===== src/rtl/i2c_req_arbiter.sv =====
// Round-robin arbiter that shares one i2c_master among NREQ requesters.
// Latches the winner's command, sequences enable/ready and bounds each phase with a timeout.
module i2c_req_arbiter #(
    parameter int NREQ    = 4,
    parameter int TIMEOUT = 4095
) (
    input  logic              clk,
    input  logic              rst,
    input  logic [NREQ-1:0]   req,
    input  logic [7*NREQ-1:0] req_addr,
    input  logic [NREQ-1:0]   req_rw,
    input  logic [8*NREQ-1:0] req_wdata,
    output logic [NREQ-1:0]   gnt,
    output logic [NREQ-1:0]   done,
    output logic              err,
    output logic [7:0]        rdata,
    output logic              busy,
    output logic [6:0]        m_addr,
    output logic              m_rw,
    output logic [7:0]        m_wdata,
    output logic              m_enable,
    input  logic [7:0]        m_rdata,
    input  logic              m_ready,
    output logic [1:0]        dbg_state
);

    // Requester handshake: req is a level request whose payload is sampled only on the
    // edge that raises gnt; gnt then stays high until the single-cycle done pulse, after
    // which the requester may drop req or keep it high to queue another transaction.

    localparam int IW = (NREQ > 1) ? $clog2(NREQ) : 1;
    localparam int TW = (TIMEOUT > 0) ? $clog2(TIMEOUT + 1) : 1;
    localparam logic [TW-1:0] T_LAST = TW'((TIMEOUT > 0) ? TIMEOUT - 1 : 0);

    typedef enum logic [1:0] {
        IDLE   = 2'd0,
        LAUNCH = 2'd1,
        BUSY   = 2'd2,
        DRAIN  = 2'd3
    } state_t;

    state_t          state;
    logic [IW-1:0]   ptr;
    logic [IW-1:0]   cur;
    logic [TW-1:0]   timer;
    logic [IW-1:0]   ptr_adv;

    logic            win_found;
    logic [IW-1:0]   win_idx;
    logic [NREQ-1:0] win_onehot;
    logic [6:0]      win_addr;
    logic            win_rw;
    logic [7:0]      win_wdata;

    assign dbg_state = state;
    assign ptr_adv   = (cur == IW'(NREQ - 1)) ? '0 : cur + IW'(1);

    // Two descending passes: indices below ptr first, then indices at/after ptr override,
    // so the lowest set index at or after ptr wins and the search wraps otherwise.
    always_comb begin
        win_found  = 1'b0;
        win_idx    = '0;
        win_onehot = '0;
        win_addr   = '0;
        win_rw     = 1'b0;
        win_wdata  = '0;
        for (int i = NREQ - 1; i >= 0; i--) begin
            if (req[i] && (i < int'(ptr))) begin
                win_found  = 1'b1;
                win_idx    = IW'(i);
                win_onehot = '0;
                win_onehot[i] = 1'b1;
                win_addr   = req_addr[7*i +: 7];
                win_rw     = req_rw[i];
                win_wdata  = req_wdata[8*i +: 8];
            end
        end
        for (int i = NREQ - 1; i >= 0; i--) begin
            if (req[i] && (i >= int'(ptr))) begin
                win_found  = 1'b1;
                win_idx    = IW'(i);
                win_onehot = '0;
                win_onehot[i] = 1'b1;
                win_addr   = req_addr[7*i +: 7];
                win_rw     = req_rw[i];
                win_wdata  = req_wdata[8*i +: 8];
            end
        end
    end

    always_ff @(posedge clk or posedge rst) begin
        if (rst) begin
            state    <= IDLE;
            ptr      <= '0;
            cur      <= '0;
            timer    <= '0;
            gnt      <= '0;
            done     <= '0;
            err      <= 1'b0;
            rdata    <= '0;
            busy     <= 1'b0;
            m_addr   <= '0;
            m_rw     <= 1'b0;
            m_wdata  <= '0;
            m_enable <= 1'b0;
        end else begin
            done <= '0;
            err  <= 1'b0;
            case (state)
                IDLE: begin
                    if (win_found && m_ready) begin
                        gnt      <= win_onehot;
                        cur      <= win_idx;
                        m_addr   <= win_addr;
                        m_rw     <= win_rw;
                        m_wdata  <= win_wdata;
                        m_enable <= 1'b1;
                        timer    <= '0;
                        busy     <= 1'b1;
                        state    <= LAUNCH;
                    end
                end
                LAUNCH: begin
                    // Dropping enable as soon as the master leaves idle makes it STOP
                    // after this byte instead of chaining another one.
                    if (!m_ready) begin
                        m_enable <= 1'b0;
                        timer    <= '0;
                        state    <= BUSY;
                    end else if (timer == T_LAST) begin
                        m_enable <= 1'b0;
                        done     <= gnt;
                        err      <= 1'b1;
                        gnt      <= '0;
                        busy     <= 1'b0;
                        ptr      <= ptr_adv;
                        state    <= IDLE;
                    end else if (timer != '1) begin
                        timer <= timer + TW'(1);
                    end
                end
                BUSY: begin
                    if (m_ready) begin
                        done  <= gnt;
                        if (m_rw) begin
                            rdata <= m_rdata;
                        end
                        gnt   <= '0;
                        busy  <= 1'b0;
                        ptr   <= ptr_adv;
                        state <= IDLE;
                    end else if (timer == T_LAST) begin
                        done  <= gnt;
                        err   <= 1'b1;
                        gnt   <= '0;
                        ptr   <= ptr_adv;
                        state <= DRAIN;
                    end else if (timer != '1) begin
                        timer <= timer + TW'(1);
                    end
                end
                DRAIN: begin
                    // The master is still mid-transfer; wait for it before re-arbitrating.
                    if (m_ready) begin
                        busy  <= 1'b0;
                        state <= IDLE;
                    end
                end
                default: begin
                    state <= IDLE;
                end
            endcase
        end
    end

endmodule


===== config.mk =====
export PLATFORM = sky130hd
export DESIGN_NAME = i2c_req_arbiter
export DESIGN_NICKNAME = d
export VERILOG_FILES = /design/src/rtl/i2c_req_arbiter.sv
export SDC_FILE = /design/constraint.sdc
export NUM_CORES = 1
export LEC_CHECK = 0
export CORE_MARGIN = 5
export CORE_UTILIZATION = 25
export CTS_BUF_LIST = sky130_fd_sc_hd__clkbuf_2 sky130_fd_sc_hd__clkbuf_4 sky130_fd_sc_hd__clkbuf_8
export CTS_CLUSTER_DIAMETER = 30
export DETAILED_ROUTE_END_ITERATION = 7
export GPL_ROUTABILITY_DRIVEN = 0
export GPL_TIMING_DRIVEN = 0
export PLACE_DENSITY_LB_ADDON = 0.12
export SLEW_MARGIN = 0
export SYNTH_ARGS = -nofsm -noshare
export SYNTH_HDL_FRONTEND = slang
export SYNTH_SLANG_ARGS = --single-unit
export TNS_END_PERCENT = 5

===== constraint.sdc =====
create_clock -name clk -period 5 [get_ports clk]
set_input_delay 0.75 -clock clk [delete_from_list [all_inputs] [get_ports clk]]
set_output_delay 0.75 -clock clk [all_outputs]
set_load 0.02 [all_outputs]

==> summary.txt <==
Logic synthesis
  • Sequential area share after synthesis: between 30 and 40%
  • Count leader, synth: dfrtp_1
  • Syn_nets: ~550
  • Synth area leaders: dfrtp_1 34%, o21ai_0 4.9%, o221a_2 4.1%
  • Yosys top cell area share: 34.5%
  • Post-synth top cells: 53 x dfrtp_1, 38 x o21ai_0, 34 x nand2_1, 31 x clkbuf_1, 27 x a21oi_1
  • Post-Syn Area per Cell: 8.36 um^2
  • Post-synth ARST share: 100%
  • Flops & latches, synth: 53
  • Cell count after synthesis: between 400 and 500
  • Top FF cell, synth: dfrtp_1
  • Synthesized cell area: roughly 3800 um^2
  • Cell taking the most area after synthesis: dfrtp_1
  • Number of synthesized flops with an enable pin: 0
  • Synth unique cells: 60
  • Yosys Warn Count: 0

STA
  • Slew HR: 42.2%
  • Clock Skews: between 0.015 and 0.02 ns
  • Final slew viol count: 0
  • Hold_ws: 0.519 ns
  • # setup viols final: 0
  • Minimum clock period: about 2.8 ns
  • TNS Setup: 0 ns
  • Slew @ Worst Pin: just under 0.9 ns
  • RSZ-0062 raised after global routing: no
  • Period Utilization, post-route: a little under three fifths
  • Hold Vio Cnt, Final: 0
  • Maximum clock frequency: 353 MHz

CTS
  • Worst-Skew Late Latency: 0.33 ns
  • Hold_buf cts: 0
  • CTS root buf: clkbuf_8
  • Clock sink total: 53
  • Reg clk slew, reported paths: 0.12 ns
  • Number of buffers created by CTS: 5
  • Clock Path Buffers: 2
  • TritonCTS clock tree: yes
  • Post-CTS setup repair buffer count: 0
  • H-tree depth: 2
  • Post_cts resized: 0

Routing
  • Initial DRC Count: about 370
  • DRT antenna net count: 0
  • Vias per inst: roughly 5.5
  • Pre-antenna DRT Iters: 6
  • Wire per inst: slightly below 20 um
  • WL final: 14900 um
  • Detailed-route DRC error count: 0
  • Via Count: roughly 4200

GRT
  • Congestion Overflow GR: 0
  • Vias in the first global route: around 4200
  • Largest net degree at the start of global routing: 35
  • First-pass GRT wire length: 23300 um
  • Antenna violations before repair: 0
  • Total GRT Usage: 16.1%

Worst setup path
  • Worst Path Max Fanout: 10
  • Path depth of the worst reg2reg path: 9
  • Type of destination of the critical path: register
  • Setup crit start: req[0]
  • WS Path Type: input pin to register
  • Worst reg2reg endpoint: m_wdata[1]$_DFFE_PP0P_
  • Required @ worst endpoint: ~5.2 ns
  • CP Launch Type: input pin
  • R2r setup slk: ~2.5 ns
  • Reg-to-reg startpoint: dbg_state[0]$_DFFE_PP0P_
  • CP Data Arrival Time: 3.05 ns
  • CP endpoint: m_wdata[2]$_DFFE_PP0P_

Floorplan
  • Die Width: ~130 um
  • Row cnt: 45
  • Die ar.: about 18000 um^2
  • Die height: approximately 130 um
  • Core Area: between 15000 and 20000 um^2
  • Initial Utilization: 25.4%
  • I/O pin total: between 100 and 150

Layout
  • Fillers: 1539
  • Nets: approximately 670
  • Multi-input logic area: approximately 2300 um^2
  • Share of layout cells above drive strength 1: under 10%
  • Register Area: 1330 um^2
  • P&R area growth vs syn: 39.0%
  • Ant. Diodes: 0

Worst hold path
  • Worst min path class: register to register

Power
  • Peak supply drop: approximately 0.16 mV
  • Pwr/cell area: between 400 and 500 nW/um^2
  • Leak pwr: 0.00200 uW

Place
  • Post-DP HPWL: approximately 11000 um
  • PortBufs: approximately 120

Job
  • Max-cap viol count: 0

Run status
  • Status: complete, no violations
-- where the power goes --
part / switching, uW / internal (uW) / total, uW / leakage (uW)
clock network: 173 / 103 / 276 / 0.0000423
logic: 817 / 637 / 1450 / 0.00130
registers: 112 / 570 / 682 / 0.000663
-- how the worst min path moves through the flow --
| stage | start | end | slack (ns) | cells after the start |
|---|---|---|---|---|
| after floorplan | cur[1]$_DFFE_PP0P_ | cur[1]$_DFFE_PP0P_ | 0.45 | 2 |
| after global placement | rdata[5]$_DFFE_PP0P_ | rdata[5]$_DFFE_PP0P_ | 0.49 | 1 |
| after detailed placement | cur[1]$_DFFE_PP0P_ | cur[1]$_DFFE_PP0P_ | 0.49 | 2 |
| after CTS | cur[1]$_DFFE_PP0P_ | cur[1]$_DFFE_PP0P_ | 0.52 | 2 |
| after global routing | cur[1]$_DFFE_PP0P_ | cur[1]$_DFFE_PP0P_ | 0.54 | 2 |
| final | cur[1]$_DFFE_PP0P_ | cur[1]$_DFFE_PP0P_ | 0.52 | 2 |
-- final cells by class --
type,instances,share of cell area (%)
clock inverter,3,0.491
sequential,53,24.8
tap,188,4.40
timing repair buffer,116,21.9
buffer,47,3.56
multi-input combinational,343,42.4
clock buffer,5,1.29
inverter,17,1.19
-- registers in the layout, indices dropped and copies added, names as in the netlist --
signal,count
rdata,8
done,4
gnt,4
m_addr,7
busy,1
ptr,2
m_enable,1
cur,2
m_rw,1
dbg_state,2
err,1
timer,12
m_wdata,8
-- cells in the final DEF (no fill, tap or decap), types with 4 or more instances in the layout --
| cell type | n |
|---|---|
| and3_1 | 5 |
| nand2b_1 | 10 |
| clkdlybuf4s50_1 | 115 |
| a2bb2oi_1 | 15 |
| a21oi_1 | 27 |
| buf_1 | 5 |
| nand3_1 | 22 |
| buf_2 | 11 |
| o31ai_1 | 4 |
| nor3_1 | 21 |
| nor2_1 | 25 |
| inv_1 | 16 |
| o311ai_0 | 5 |
| clkbuf_8 | 5 |
| dfrtp_1 | 53 |
| clkbuf_1 | 31 |
| mux2_2 | 10 |
| or3_1 | 4 |
| nand2_1 | 34 |
| nand4_1 | 21 |
| o221a_2 | 14 |
| a211oi_1 | 18 |
| ha_1 | 7 |
| nor4_1 | 4 |
| and4b_1 | 4 |
| o21ai_0 | 38 |
-- stage by stage --
| stage | worst slack (ns) | power [uW] | util [%] | std cells | instance area (um^2) |
|---|---|---|---|---|---|
| 2_1_floorplan | 2.91 | 1550 | - | 460 | 3850 |
| 3_3_place_gp | 1.72 | 2130 | 34.5 | 763 | 5230 |
| 3_5_place_dp | 1.85 | 2140 | 34.7 | 764 | 5250 |
| 4_1_cts | 2.20 | 2430 | 35.3 | 772 | 5350 |
| 5_1_grt | 2.05 | 2580 | 35.3 | 772 | 5350 |
| 6_report | 2.16 | 2410 | 35.3 | 772 | 5350 |
-- cell families (layout without fill, tap and decap cells) --
kind of cell               Yosys count  count (layout)  synth area share [%]
adders and majority gates            7               7                  2.28
DFF                                 53              53                  34.5
muxes                               13              13                  3.71
buffers and inverters               64             188                  6.60
AOI/OAI and AO/OA                  160             160                  30.5
and+or+nand+nor                    163             163                  22.4
-- worst max-delay path: stages --
cell and delay, ns:
clkdlybuf4s50_1 0.51, buf_2 0.23, a21oi_1 0.43, clkbuf_1 0.54, a2bb2oi_1 0.24, a211oi_1 0.07
o221a_2 0.27
-- layer usage --
layer  share of wire (%)  vias to the layer above  global-route usage (%)
li1                    -                     1997                       -
met1                  45                     2022                    22.6
met2                  46                      191                    25.1
met3                 7.9                       19                    3.64
met4                 1.6                        0                    4.41
met5                   0                        -                       0
(Power assumes the default switching activity.)
==> patch 1, RTL diff (same flow settings) <==
Reset style: synchronous (`rst`), changed in one clocked block.
--- a/src/rtl/i2c_req_arbiter.sv
+++ b/src/rtl/i2c_req_arbiter.sv
@@ -89,5 +89,5 @@
     end
 
-    always_ff @(posedge clk or posedge rst) begin
+    always_ff @(posedge clk) begin
         if (rst) begin
             state    <= IDLE;
Function: differs if rst is asserted again (counterexample within 4 cycles, from zero or initial values and one cycle with rst high); with rst held inactive, the same outputs for 4 cycles.
==> patch 1 against the original RTL <==
- via count shrank 4.5%
- cell area shrank 8.2%
- critical endpoint is now m_wdata[3]$_SDFFE_PP0P_
- critical path type unchanged
- register-to-register slack gained 0.14 ns
- routed wire length shrank 6.9%
- global-route usage grew 0.21 points
- sequential cell count is the same
- area after synthesis shrank 11%
- setup slack gained 0.10 ns
Power is not compared: it rests on default switching activity, and its combinational part moved more than twofold at a synthesized area within 25%.
==> patch 1: results (changes against the original RTL) <==
Final setup violation count = 0 (unchanged)
Worst-margin pin slew = 0.7660 ns (was 0.8666 ns)
Crit Path Max Fanout = 10 (unchanged)
Run status = finished, final reports clean (unchanged)
Clk_skew = 0.01329 ns (was 0.01532 ns)
Hold path start = gnt[3]$_SDFFE_PP0P_ (was cur[1]$_DFFE_PP0P_)
Dpl ws = 1.916 ns (was 1.850 ns)
Synth Flop Type = dfxtp_1 (was dfrtp_1)
Worst VDD drop = 0.0001914 V
Final layout net count = 658 (was 669)
PostCTS Resize Cnt = 0 (unchanged)
FF-to-FF path depth = 8 (was 9)
Post-Syn Nets = 538 (was 546)
WL final = 13.88 mm (was 14.91 mm)
Synth cell count leaders = dfxtp_1 (53), a21oi_1 (48), nor2_1 (48) (was dfrtp_1 (53), o21ai_0 (38), nand2_1 (34))
Layout cells sized above 1 = 0.05585 (was 0.08733)
Iter 0 DRT Violations = 284 (was 371)
Hold worst-path end = done[3]$_SDFF_PP0_ (was cur[1]$_DFFE_PP0P_)
Synth Warn # = 0 (unchanged)
Via count = 4038 (was 4229)
CTS Buf Count = 5 (unchanged)
Total GRT Usage = 0.1633 (was 0.1612)
Yosys cell types = 53 (was 60)
Register area share after synthesis = 0.3083 (was 0.3448)
Port Buf Inserts = 113 (was 115)
Ys async rst share = 0 (was 1.000)
Antenna violations before repair = 0 (unchanged)
RR Startpoint = dbg_state[0]$_SDFFE_PP0P_ (was dbg_state[0]$_DFFE_PP0P_)
Clock-pin slew on the worst setup and hold paths = 0.10 ns (was 0.12 ns)
R2r setup slk = 2.62 ns (was 2.48 ns)
Synth top area cells = dfxtp_1 (31%), a21oi_1 (7.0%), nor2_1 (5.2%) (was dfrtp_1 (34%), o21ai_0 (4.9%), o221a_2 (4.1%))
RR Endpoint = m_wdata[3]$_SDFFE_PP0P_ (was m_wdata[1]$_DFFE_PP0P_)
Post-DP HPWL = 10.49 mm (was 11.13 mm)
Worst path arrival time = 2.95 ns (was 3.05 ns)
Root buffer cell = clkbuf_8 (unchanged)
Fill count = 1429 (was 1539)
Worst hold slack = 0.4603 ns (was 0.5188 ns)
Final Max Slew Viols = 0 (unchanged)
1st-pass router iterations = 5 (was 6)
Largest net degree at the start of global routing = 17 (was 35)
Global-route wire length before repair = 21.31 mm (was 23.29 mm)
-- patch 1: cell types whose count changed in the layout (fill, tap and decap cells not counted), moves of 14 or more --
cell       change
o211ai_1      +15
a21oi_1       +21
a2bb2oi_1     -15
dfrtp_1       -53
o21ai_0       -24
nor2_1        +23
o2111ai_1     +14
dfxtp_1       +53
nand3b_1      +14
nand4_1       -14
-- patch 1: cell families after synthesis --
group	Yosys count	share of synthesized area
xor+xnor	7	0.01781
simple gates	170	0.2508
fa+ha+maj	7	0.02544
flops	53	0.3083
mux	10	0.02908
buf+inv	55	0.07052
compound gates	150	0.2981
-- patch 1: power breakdown --
| part | switching [mW] | internal [mW] | total, mW |
|---|---|---|---|
| combinational | 0.371 | 0.283 | 0.653 |
| sequential | 0.0412 | 0.473 | 0.514 |
| clock | 0.157 | 0.156 | 0.313 |
-- patch 1: cell type report --
class,count,area share
multi-input cells,344,0.4356
repair buffers,113,0.2304
flip-flops and latches,53,0.2162
well taps,176,0.04486
plain buffers,38,0.03645
clock buffers,6,0.01555
inverters,17,0.01300
clock inverters,2,0.007902
-- patch 1: worst max path at each step --
stage / from / to / slack [ns]
5_1_grt: m_ready / m_wdata[1]$_SDFFE_PP0P_ / 2.08
2_1_floorplan: req[0] / m_wdata[4]$_SDFFE_PP0P_ / 2.90
3_5_place_dp: m_ready / m_wdata[0]$_SDFFE_PP0P_ / 1.92
6_report: m_ready / m_wdata[3]$_SDFFE_PP0P_ / 2.27
4_1_cts: m_ready / m_wdata[0]$_SDFFE_PP0P_ / 2.26
3_3_place_gp: m_ready / m_wdata[1]$_SDFFE_PP0P_ / 1.98
-- patch 1: routing by layer --
layer / part of all wire / vias to the layer above / GRT usage / wire [um]
met1: 0.47 / 1907 / 0.2230 / 6527
li1: - / 1937 / - / -
met2: 0.44 / 166 / 0.2499 / 6147
met4: 0.027 / 0 / 0.06562 / 371
met5: 0 / - / 0 / 0
met3: 0.060 / 28 / 0.03548 / 838
-- patch 1: critical path, stage by stage --
cell and delay [ns]:
clkdlybuf4s50_1 0.59, o41ai_2 0.20, nor2_2 0.46, clkbuf_1 0.46
o21ai_0 0.17, a221oi_1 0.32
-- patch 1: stage by stage --
step / instances / area, sq um / utilization / total power, mW
after global routing: 749 / 4908 / 0.3677 / 1.571
after floorplan: 452 / 3442 / - / 0.9014
after CTS: 749 / 4908 / 0.3677 / 1.490
after global placement: 741 / 4793 / 0.3591 / 1.167
after detailed placement: 741 / 4793 / 0.3591 / 1.172
final: 749 / 4908 / 0.3677 / 1.481
==> patch 2, RTL diff (same flow settings) <==
Without the edit above. The parameter `TIMEOUT` goes from 4095 to 8190.
--- a/src/rtl/i2c_req_arbiter.sv
+++ b/src/rtl/i2c_req_arbiter.sv
@@ -3,5 +3,5 @@
 module i2c_req_arbiter #(
     parameter int NREQ    = 4,
-    parameter int TIMEOUT = 4095
+    parameter int TIMEOUT = 8190
 ) (
     input  logic              clk,
Formal check against the unedited RTL: same outputs for any inputs over 4 cycles, from zero or initial values and one cycle with rst high; that may be too few to reach the edited logic, so the function may still have changed.
==> patch 2 against the original RTL <==
- area after synthesis shrank 3.0%
- setup slack improved by 0.25 ns
- critical path depth did not move
- maximum frequency up 9.8%
- power fell by 1.1%
- non-clock buffer count fell by 13
- sequential share of layout area is 1.1 points higher
- cell area fell by 2.5%
- via count decreased by 5.3%
- core utilization is 0.45 points higher
- routed wire length shrank 6.4%
- register-to-register slack improved by 0.27 ns
- clock power down 5%
- sequential cell count grew 1
- largest cell class unchanged
==> patch 2: results (changes against the original RTL) <==
Fill count = 1521 (was 1539)
Synth Warn # = 0 (unchanged)
Yosys cell types = 60 (unchanged)
Ys async rst share = 1.000 (unchanged)
Vias in the first global route = 4140 (was 4205)
1st-pass router iterations = 5 (was 6)
Final layout net count = 653 (was 669)
Setup crit start = req[2] (was req[0])
CTS Buf Count = 5 (unchanged)
RR Endpoint = timer[0]$_DFFE_PP0P_ (was m_wdata[1]$_DFFE_PP0P_)
R2r setup slk = 2.75 ns (was 2.48 ns)
Clock-pin slew on the worst setup and hold paths = 0.11 ns
HP Class = reg2reg (unchanged)
Worst skew pair latency = 0.32 ns
Worst hold stages = 2 (unchanged)
Iter 0 DRT Violations = 275 (was 371)
Hold worst-path end = cur[1]$_DFFE_PP0P_ (unchanged)
Post-DP HPWL = 10.51 mm (was 11.13 mm)
Rel. slew slack = 0.4061 (was 0.4223)
Biggest registers after layout = timer: 13 flops, m_wdata: 8 flops, rdata: 8 flops (was timer: 12 flops, m_wdata: 8 flops, rdata: 8 flops)
Layout cells sized above 1 = 0.08466 (was 0.08733)
Synth cell count leaders = a21oi_1 (56), dfrtp_1 (54), nand2_1 (46) (was dfrtp_1 (53), o21ai_0 (38), nand2_1 (34))
Max incr delay on CP = 0.74 ns (was 0.54 ns)
Antenna violations before repair = 0 (unchanged)
Post-Syn Nets = 530 (was 546)
Via count = 4004 (was 4229)
Register area share after synthesis = 0.3622 (was 0.3448)
Slowest CP cell = a21boi_1 (was clkbuf_1)
Synth Flop Type = dfrtp_1 (unchanged)
Clk_skew = 0.005317 ns (was 0.01532 ns)
Run status = finished, final reports clean (unchanged)
Port Buf Inserts = 115 (unchanged)
Largest net degree at the start of global routing = 33 (was 35)
Worst VDD drop = 0.0001427 V (was 0.0001586 V)
Total GRT Usage = 0.1557 (was 0.1612)
RR Startpoint = dbg_state[0]$_DFFE_PP0P_ (unchanged)
Worst hold slack = 0.5026 ns (was 0.5188 ns)
Worst path arrival time = 2.80 ns (was 3.05 ns)
Synth top area cells = dfrtp_1 (36%), a21oi_1 (7.5%), nand2_1 (4.6%) (was dfrtp_1 (34%), o21ai_0 (4.9%), o221a_2 (4.1%))
Global-route wire length before repair = 22.32 mm (was 23.29 mm)
Lkg Pwr = 2.079 nW (was 2.004 nW)
Int Pwr = 1.295 mW (was 1.310 mW)
FF-to-FF path depth = 8 (was 9)
WL final = 13.95 mm (was 14.91 mm)
[patch 2: changes by cell type in the layout (fill, tap and decap cells not counted), sizes merged, moves of 10 or more]
cell,before,now
clkbuf,36,20
a21oi,27,57
a2bb2oi,15,0
nand4,22,5
o221a,14,1
o21ai,40,29
nand2,34,46
a221o,1,11
[patch 2: cells by family (layout without fill, tap and decap cells)]
kind of cell	after synthesis	count (layout)	share of synthesized area
AO/OA/AOI/OAI	166	166	0.2998
XOR/XNOR	2	2	0.004696
adder cells (fa/ha/maj)	7	7	0.02347
AND/OR/NAND/NOR	149	149	0.2113
multiplexers	12	12	0.03588
buffers and inverters	54	177	0.06271
flip-flops	54	54	0.3622
[patch 2: how the worst max path moves through the flow]
stage,cells after the start,to,slack (ns)
after floorplan,1,busy$_DFFE_PP0P_,2.94
after global placement,2,m_wdata[3]$_DFFE_PP0P_,1.74
after detailed placement,6,m_addr[0]$_DFFE_PP0P_,2.11
after CTS,6,m_addr[1]$_DFFE_PP0P_,2.45
after global routing,7,timer[0]$_DFFE_PP0P_,2.27
final,7,m_rw$_DFFE_PP0P_,2.42
[patch 2: power groups by stage]
| stage | registers (mW) | clock network (mW) | logic (mW) |
|---|---|---|---|
| after global placement | 0.695 | 0 | 1.43 |
| after detailed placement | 0.698 | 0 | 1.45 |
| after floorplan | 0.830 | 0 | 0.718 |
| final | 0.688 | 0.262 | 1.44 |
| after global routing | 0.710 | 0.287 | 1.58 |
| after CTS | 0.691 | 0.270 | 1.45 |
[patch 2: layout make-up]
class | instances | area share
inverter | 20 | 0.01439
clock buffer | 6 | 0.01463
multi-input combinational | 336 | 0.4114
clock inverter | 1 | 0.001439
buffer | 34 | 0.03046
tap | 184 | 0.04414
timing repair buffer | 116 | 0.2245
sequential | 54 | 0.2591
[patch 2: through the flow]
| step | cells | cell area, sq um | setup WS [ns] |
|---|---|---|---|
| final | 751 | 5216 | 2.416 |
| after detailed placement | 744 | 5132 | 2.110 |
| after global routing | 751 | 5216 | 2.272 |
| after global placement | 743 | 5112 | 1.743 |
| after floorplan | 444 | 3731 | 2.935 |
| after CTS | 751 | 5216 | 2.449 |
[patch 2: routing by layer]
layer / share of wire / vias up / GRT usage
met4: 0.013 / 0 / 0.04057
li1: - / 1907 / -
met2: 0.48 / 158 / 0.2675
met1: 0.43 / 1924 / 0.1936
met3: 0.070 / 15 / 0.04046
met5: 0 / - / 0
[patch 2: critical path, delay by kind of cell]
kind / cells / cell delay [ns]
buffers and inverters: 2 / 0.67
AOI/OAI and AO/OA: 5 / 1.37
